**config.mk**
```make
export PLATFORM = sky130hd
export DESIGN_NAME = booth_seq_ctrl_flat
export DESIGN_NICKNAME = d
export VERILOG_FILES = /design/src/rtl/booth_pkg.sv /design/src/rtl/booth_seq_ctrl_if.sv /design/src/rtl/booth_step.sv /design/src/rtl/booth_seq_ctrl.sv /design/src/flat_wrapper.sv
export SDC_FILE = /design/constraint.sdc
export NUM_CORES = 1
export LEC_CHECK = 0
export CAP_MARGIN = 20
export CORE_ASPECT_RATIO = 1.75
export CORE_MARGIN = 1.5
export CORE_UTILIZATION = 48
export DETAILED_ROUTE_END_ITERATION = 7
export GPL_ROUTABILITY_DRIVEN = 0
export PLACE_DENSITY = 0.76
export SYNTH_ARGS = -nofsm -noshare
export SYNTH_HDL_FRONTEND = slang
export SYNTH_SLANG_ARGS = --single-unit
```
**constraint.sdc**
```tcl
create_clock -name clk -period 7.3 [get_ports clk]
set_input_delay 0.73 -clock clk [delete_from_list [all_inputs] [get_ports clk]]
set_output_delay 0.73 -clock clk [all_outputs]
set_load 0.05 [all_outputs]
```
**src/rtl/booth_pkg.sv**
```systemverilog
// Shared constants, state/operation encodings and the Booth pair decoder
// for the sequential radix-2 Booth multiplier.
package booth_pkg;

  localparam int BOOTH_WIDTH = 32;
  localparam int BOOTH_CNT_W = 6;

  typedef enum logic [1:0] {
    IDLE,
    RUN,
    DONE
  } state_e;

  typedef enum logic [1:0] {
    NOP,
    ADD,
    SUB
  } booth_op_e;

  // {Q[0], q_-1}: 01 -> add M, 10 -> subtract M, 00/11 -> nothing.
  function automatic booth_op_e booth_decode(input logic q0, input logic q_m1);
    case ({q0, q_m1})
      2'b01:   return ADD;
      2'b10:   return SUB;
      default: return NOP;
    endcase
  endfunction

endpackage

```
**src/rtl/booth_seq_ctrl_if.sv**
```systemverilog
// Operand and product valid/ready channels of the Booth multiplier.
interface booth_seq_ctrl_if import booth_pkg::*; #(
  parameter int WIDTH = BOOTH_WIDTH
);
  logic               in_valid;
  logic               in_ready;
  logic [WIDTH-1:0]   multiplicand;
  logic [WIDTH-1:0]   multiplier;
  logic               out_valid;
  logic               out_ready;
  logic [2*WIDTH-1:0] product;

  modport master (
    output in_valid, multiplicand, multiplier, out_ready,
    input  in_ready, out_valid, product
  );

  modport slave (
    input  in_valid, multiplicand, multiplier, out_ready,
    output in_ready, out_valid, product
  );
endinterface

```
**src/rtl/booth_step.sv**
```systemverilog
// One combinational Booth phase: conditional add/sub of the sign-extended
// multiplicand into A, then arithmetic right shift of {A, Q, q_-1}.
module booth_step import booth_pkg::*; #(
  parameter int WIDTH = BOOTH_WIDTH
) (
  input  logic [WIDTH:0]   a_i,
  input  logic [WIDTH-1:0] q_i,
  input  logic             q_m1_i,
  input  logic [WIDTH-1:0] m_i,
  output logic [WIDTH:0]   a_o,
  output logic [WIDTH-1:0] q_o,
  output logic             q_m1_o,
  output booth_op_e        op_o
);

  logic [WIDTH:0] m_ext;
  logic [WIDTH:0] sum;

  // A carries one guard bit so that subtracting M = -2^(WIDTH-1) cannot overflow.
  assign m_ext = {m_i[WIDTH-1], m_i};

  always_comb begin
    op_o = booth_decode(q_i[0], q_m1_i);
    case (op_o)
      ADD:     sum = a_i + m_ext;
      SUB:     sum = a_i - m_ext;
      default: sum = a_i;
    endcase
    a_o    = {sum[WIDTH], sum[WIDTH:1]};
    q_o    = {sum[0], q_i[WIDTH-1:1]};
    q_m1_o = q_i[0];
  end

endmodule

```
**src/rtl/booth_seq_ctrl.sv**
```systemverilog
// Sequencing controller: accepts an operand pair, runs WIDTH Booth phases
// (one per clock) and presents the signed product on the output channel.
module booth_seq_ctrl import booth_pkg::*; #(
  parameter int WIDTH = BOOTH_WIDTH,
  parameter int CNT_W = BOOTH_CNT_W
) (
  input  logic             clk,
  input  logic             rst,
  input  logic             flush,
  booth_seq_ctrl_if.slave  bus,
  output logic             busy,
  output logic [CNT_W-1:0] phase_cnt,
  output logic [WIDTH-1:0] add_en,
  output logic [WIDTH-1:0] sub_en
);

  localparam int IDX_W = $clog2(WIDTH);

  state_e             state_q, state_d;
  logic [WIDTH:0]     a_q, a_d;
  logic [WIDTH-1:0]   q_q, q_d;
  logic               q_m1_q, q_m1_d;
  logic [WIDTH-1:0]   m_q, m_d;
  logic [CNT_W-1:0]   cnt_q, cnt_d;
  logic [2*WIDTH-1:0] prod_q, prod_d;
  logic [WIDTH-1:0]   add_q, add_d;
  logic [WIDTH-1:0]   sub_q, sub_d;

  logic [WIDTH:0]     step_a;
  logic [WIDTH-1:0]   step_q;
  logic               step_q_m1;
  booth_op_e          step_op;
  logic               accept;

  booth_step #(.WIDTH(WIDTH)) u_step (
    .a_i    (a_q),
    .q_i    (q_q),
    .q_m1_i (q_m1_q),
    .m_i    (m_q),
    .a_o    (step_a),
    .q_o    (step_q),
    .q_m1_o (step_q_m1),
    .op_o   (step_op)
  );

  // Ready is withheld under flush so an offered operand pair is never dropped.
  assign bus.in_ready  = !rst && !flush &&
                         (state_q == IDLE || (state_q == DONE && bus.out_ready));
  assign accept        = bus.in_valid && bus.in_ready;
  assign bus.out_valid = (state_q == DONE);
  assign bus.product   = prod_q;
  assign busy          = (state_q == RUN);
  assign phase_cnt     = cnt_q;
  assign add_en        = add_q;
  assign sub_en        = sub_q;

  always_comb begin
    // NOTE: every next-state variable takes its hold value first, so no path
    // through the decode below can leave one unassigned and infer a latch.
    state_d = state_q;
    a_d     = a_q;
    q_d     = q_q;
    q_m1_d  = q_m1_q;
    m_d     = m_q;
    cnt_d   = cnt_q;
    prod_d  = prod_q;
    add_d   = add_q;
    sub_d   = sub_q;

    if (flush) begin
      state_d = IDLE;
      cnt_d   = '0;
    end else begin
      if (state_q == RUN) begin
        a_d    = step_a;
        q_d    = step_q;
        q_m1_d = step_q_m1;
        if (step_op == ADD) add_d[cnt_q[IDX_W-1:0]] = 1'b1;
        if (step_op == SUB) sub_d[cnt_q[IDX_W-1:0]] = 1'b1;
        if (cnt_q == CNT_W'(WIDTH-1)) begin
          prod_d  = {step_a[WIDTH-1:0], step_q};
          cnt_d   = '0;
          state_d = DONE;
        end else begin
          cnt_d = cnt_q + 1'b1;
        end
      end else if (state_q == DONE && bus.out_ready) begin
        state_d = IDLE;
      end

      // Covers both the IDLE accept and the back-to-back accept from DONE.
      if (accept) begin
        m_d     = bus.multiplicand;
        q_d     = bus.multiplier;
        a_d     = '0;
        q_m1_d  = 1'b0;
        cnt_d   = '0;
        add_d   = '0;
        sub_d   = '0;
        state_d = RUN;
      end
    end
  end

  // NOTE: state registers use non-blocking assignments so every register
  // samples pre-edge values regardless of process evaluation order.
  always_ff @(posedge clk or posedge rst) begin
    if (rst) begin
      state_q <= IDLE;
      a_q     <= '0;
      q_q     <= '0;
      q_m1_q  <= 1'b0;
      m_q     <= '0;
      cnt_q   <= '0;
      prod_q  <= '0;
      add_q   <= '0;
      sub_q   <= '0;
    end else begin
      state_q <= state_d;
      a_q     <= a_d;
      q_q     <= q_d;
      q_m1_q  <= q_m1_d;
      m_q     <= m_d;
      cnt_q   <= cnt_d;
      prod_q  <= prod_d;
      add_q   <= add_d;
      sub_q   <= sub_d;
    end
  end

endmodule

```
**src/flat_wrapper.sv**
```systemverilog
// flat-port wrapper written by rule: the top's interface ports become plain ports
module booth_seq_ctrl_flat import booth_pkg::*;
#(
  parameter int WIDTH = BOOTH_WIDTH,
  parameter int CNT_W = BOOTH_CNT_W
)
  (clk, rst, flush, busy, phase_cnt, add_en, sub_en, bus_in_valid, bus_multiplicand, bus_multiplier, bus_out_ready, bus_in_ready, bus_out_valid, bus_product);
  booth_seq_ctrl_if #(.WIDTH(WIDTH)) bus_i ();
  input  logic clk;
  input  logic rst;
  input  logic flush;
  output logic busy;
  output logic [CNT_W-1:0] phase_cnt;
  output logic [WIDTH-1:0] add_en;
  output logic [WIDTH-1:0] sub_en;
  input wire logic [$bits(bus_i.in_valid)-1:0] bus_in_valid;
  input wire logic [$bits(bus_i.multiplicand)-1:0] bus_multiplicand;
  input wire logic [$bits(bus_i.multiplier)-1:0] bus_multiplier;
  input wire logic [$bits(bus_i.out_ready)-1:0] bus_out_ready;
  output wire logic [$bits(bus_i.in_ready)-1:0] bus_in_ready;
  output wire logic [$bits(bus_i.out_valid)-1:0] bus_out_valid;
  output wire logic [$bits(bus_i.product)-1:0] bus_product;
  assign bus_i.in_valid = bus_in_valid;
  assign bus_i.multiplicand = bus_multiplicand;
  assign bus_i.multiplier = bus_multiplier;
  assign bus_i.out_ready = bus_out_ready;
  assign bus_in_ready = bus_i.in_ready;
  assign bus_out_valid = bus_i.out_valid;
  assign bus_product = bus_i.product;
  booth_seq_ctrl #(.WIDTH(WIDTH), .CNT_W(CNT_W)) u_core (.clk(clk), .rst(rst), .flush(flush), .bus(bus_i), .busy(busy), .phase_cnt(phase_cnt), .add_en(add_en), .sub_en(sub_en));
endmodule
```
==> impl_metrics.env <==
export IMPL_pwr_share_comb=0.430
export IMPL_cts_root_buffer_cell="clkbuf_16"
export IMPL_grt_max_degree=84
export IMPL_min_period_ns=5.11
export IMPL_maxSlewHeadroom=0.364
export IMPL_cts_setup_buffers=0
export IMPL_clkPwrFrac=0.240
export IMPL_nNetsFinal=1614
export IMPL_clock_latency_ns=0.52
export IMPL_p_seq_frac=0.329
export IMPL_vdd_ir_drop_max_v=0.000255
export IMPL_ys_types=69
export IMPL_worstSetupPathType="reg2reg"
export IMPL_die_h_um=211
export IMPL_syn_to_final_growth_pct=25.6
export IMPL_switching_share=0.398
export IMPL_cts_sinks=233
export IMPL_reg2reg_from="u_core.m_q[2]$_DFFE_PP0P_"
export IMPL_track_usage=0.272
export IMPL_slew_viol_final=0
export IMPL_cts_tree="yes"
export IMPL_setup_tns_ns=0
export IMPL_p_leak_nw=7.13
export IMPL_cp_slowest_cell="nor4b_1"
export IMPL_port_buffers=205
export IMPL_finalInstanceArea_um2=14900
export IMPL_outcome="finished, final reports clean"
export IMPL_overflow=0
export IMPL_fillers=2055
export IMPL_synth_nets=1457
export IMPL_crit_arrival_ns=5.55
export IMPL_htreeDepth=1
export IMPL_yosysTopAreaCellShare=0.491
export IMPL_start_util=0.486
export IMPL_io_pins=206
export IMPL_rsz0062_at_grt="no"
export IMPL_start_kind="register"
export IMPL_antennaDiodeCount=0
export IMPL_async_reset_ff_frac=1.00
export IMPL_startpoint="u_core.m_q[2]$_DFFE_PP0P_"
export IMPL_hp_start="u_core.bus.product[46]$_DFFE_PP0P_"
export IMPL_yosysWarningCount=0
export IMPL_yosys_top_cells_area="dfrtp_1 49%, nand2_1 11%, a21oi_1 4.7%, nor2_1 4.3%, ha_1 4.1%"
export IMPL_die_w_um=122
export IMPL_grt_pass1_wl_um=54900
export IMPL_path_cells="nor2_1 -> nor4b_1 -> nand2_1 -> nor2_1 -> and3_1 -> nor2b_1 -> a21oi_1 -> xnor2_1 -> ha_1 -> a21o_1 -> a21o_1 -> a21o_1 -> a31o_1 -> or3_1 -> o221ai_1 -> mux2_4 -> or2_0 -> mux2i_1"
export IMPL_ant_nets=0
export IMPL_cpMostUsedCell="a21o_1"
export IMPL_critPathBufInv=0
export IMPL_worst_setup_path_end_kind="register"
export IMPL_numCtsBuffers=23
export IMPL_wl_per_cell_um=18.9
export IMPL_drive_gt1_frac=0.0507
export IMPL_syn_area_um2=11900
export IMPL_finalClockSkew_ns=0.0170
export IMPL_placed_area_um2=14100
export IMPL_finalHoldViolCount=0
export IMPL_rows=76
export IMPL_p_int_w=0.00302
export IMPL_crit_fanout=9
export IMPL_drt_iter0_drc=605
export IMPL_fmax_mhz=196
export IMPL_tightest_slew_ns=0.954
export IMPL_synth_cells=1348
export IMPL_clk_pin_slew_ns=0.06
export IMPL_postSynthAreaPerCell_um2=8.81
export IMPL_route_vias_total=10462
export IMPL_synth_flop_cell="dfrtp_1"
export IMPL_synth_seq_cells=233
export IMPL_vias_per_cell=5.71
export IMPL_drc=0
export IMPL_ctsHoldBuffers=0
export IMPL_place_hpwl_um=24400
export IMPL_core_um2=24400
export IMPL_pwr_density_cell_nw_per_um2=336
export IMPL_drt_wl_total_um=34600
export IMPL_clockBufferDepth=3
export IMPL_holdCritPathClass="reg2reg"
export IMPL_cap_violations=0
export IMPL_slowest_delay_ns=0.68
export IMPL_fin_crit_sh=0.700
export IMPL_ys_seq_area_frac=0.491
export IMPL_yosys_area_top_type="dfrtp_1"
export IMPL_power_switching_w=0.00199
export IMPL_synth_edf_count=0
export IMPL_die_area_um2=25700
export IMPL_dr_pass1_iters=5
export IMPL_crit_required_ns=7.73
export IMPL_setup_viol=0
export IMPL_cts_resized=0
export IMPL_path_delay_family="simple AND/OR/NAND/NOR gates"
export IMPL_antenna_found_initial=0
export IMPL_grt_pass1_vias=10628
==> cells in the final DEF, fill, tap and decap left out, types with 6 or more instances in the layout <==
master	n
nand2_1	331
dfrtp_1	233
clkdlybuf4s50_1	205
nor2_1	135
a21oi_1	111
a31oi_1	48
o21ai_0	46
xnor2_1	45
ha_1	38
inv_1	27
a21o_1	27
clkbuf_16	23
a22o_1	22
and3_1	17
nor3_1	15
o21ai_1	13
nand3_1	11
mux2_2	11
mux2i_1	10
xor2_1	10
nand2b_1	8
buf_4	8
and2_1	6
a41oi_1	6
nor2b_1	6
a32oi_1	6
clkinv_2	6
==> synth_stat cells, types with 7 or more instances <==
cell      count
a21o_1       27
a21oi_1     112
a22o_1       22
a31oi_1      48
and2_1        7
and3_1       17
buf_1        11
buf_2         9
clkbuf_1     61
dfrtp_1     233
ha_1         39
inv_1        28
mux2_2       11
mux2i_1      10
nand2_1     333
nand2b_1      8
nand3_1      11
nor2_1      136
nor3_1       16
o21ai_0      46
o21ai_1      13
xnor2_1      45
xor2_1       10
==> state kept, by name, summed over array words and instances, names as in the netlist <==
| register | count |
|---|---|
| u_core.m_q | 32 |
| u_core.bus.product | 64 |
| u_core.sub_en | 32 |
| u_core.state_q | 2 |
| u_core.q_q | 32 |
| u_core.q_m1_q | 1 |
| u_core.phase_cnt | 6 |
| u_core.add_en | 32 |
| u_core.a_q | 32 |
==> worst min-delay path, delay by kind of cell (launching register included) <==
family | cells | cell delay [ns]
DFF | 1 | 0.34
and+or+nand+nor | 2 | 0.10
==> layer usage <==
metal	vias up	track usage	wire length, um
met5	-	0	0
met4	0	0.178	2420
met3	124	0.0397	1690
met2	359	0.488	18300
met1	5076	0.292	12200
li1	4903	-	-
==> power groups by stage <==
stage	Combinational, W	Clock [W]	Sequential (W)
6_report	0.00216	0.00120	0.00165
5_1_grt	0.00237	0.00128	0.00167
4_1_cts	0.00213	0.00122	0.00164
3_5_place_dp	0.00211	0	0.00166
3_3_place_gp	0.00206	0	0.00166
2_1_floorplan	0.00162	0	0.00161
==> worst paths after layout <==
kind	cells past startpoint	end	slack (ns)
setup reg to reg	18	u_core.a_q[31]$_DFFE_PP0P_	2.19
min in group asynchronous	2	u_core.bus.product[19]$_DFFE_PP0P_	0.69
hold / removal	2	u_core.bus.product[46]$_DFFE_PP0P_	0.47
max in group asynchronous	3	u_core.add_en[18]$_DFFE_PP0P_	5.24
hold reg to reg	2	u_core.bus.product[46]$_DFFE_PP0P_	0.47
setup / recovery	18	u_core.a_q[31]$_DFFE_PP0P_	2.19
==> cell families (layout without fill, tap and decap cells) <==
group,Yosys count,after routing,synth area share
compound gates,315,315,0.163
flops,233,233,0.491
fa+ha+maj,40,40,0.0428
mux,22,22,0.0201
xor+xnor,55,55,0.0406
simple gates,570,570,0.204
buf+inv,113,284,0.0385
==> final cells by class <==
class	instances	area, um2	area share
timing repair buffer	217	2210	0.148
inverter	28	113	0.00755
tap	312	390	0.0262
clock inverter	11	135	0.00906
sequential	233	5830	0.391
multi-input combinational	1002	5620	0.377
clock buffer	28	614	0.0412
==> through the flow <==
stage,worst slack [ns],hold WS [ns],utilization,power (W),std cells
2_1_floorplan,0.180,0.461,-,0.00322,1348
3_3_place_gp,2.46,0.458,0.576,0.00372,1788
3_5_place_dp,2.34,0.465,0.577,0.00378,1789
4_1_cts,2.25,0.481,0.607,0.00499,1828
5_1_grt,1.89,0.496,0.611,0.00532,1831
6_report,2.19,0.473,0.611,0.00501,1831
Power figures use the tool's default switching activity.
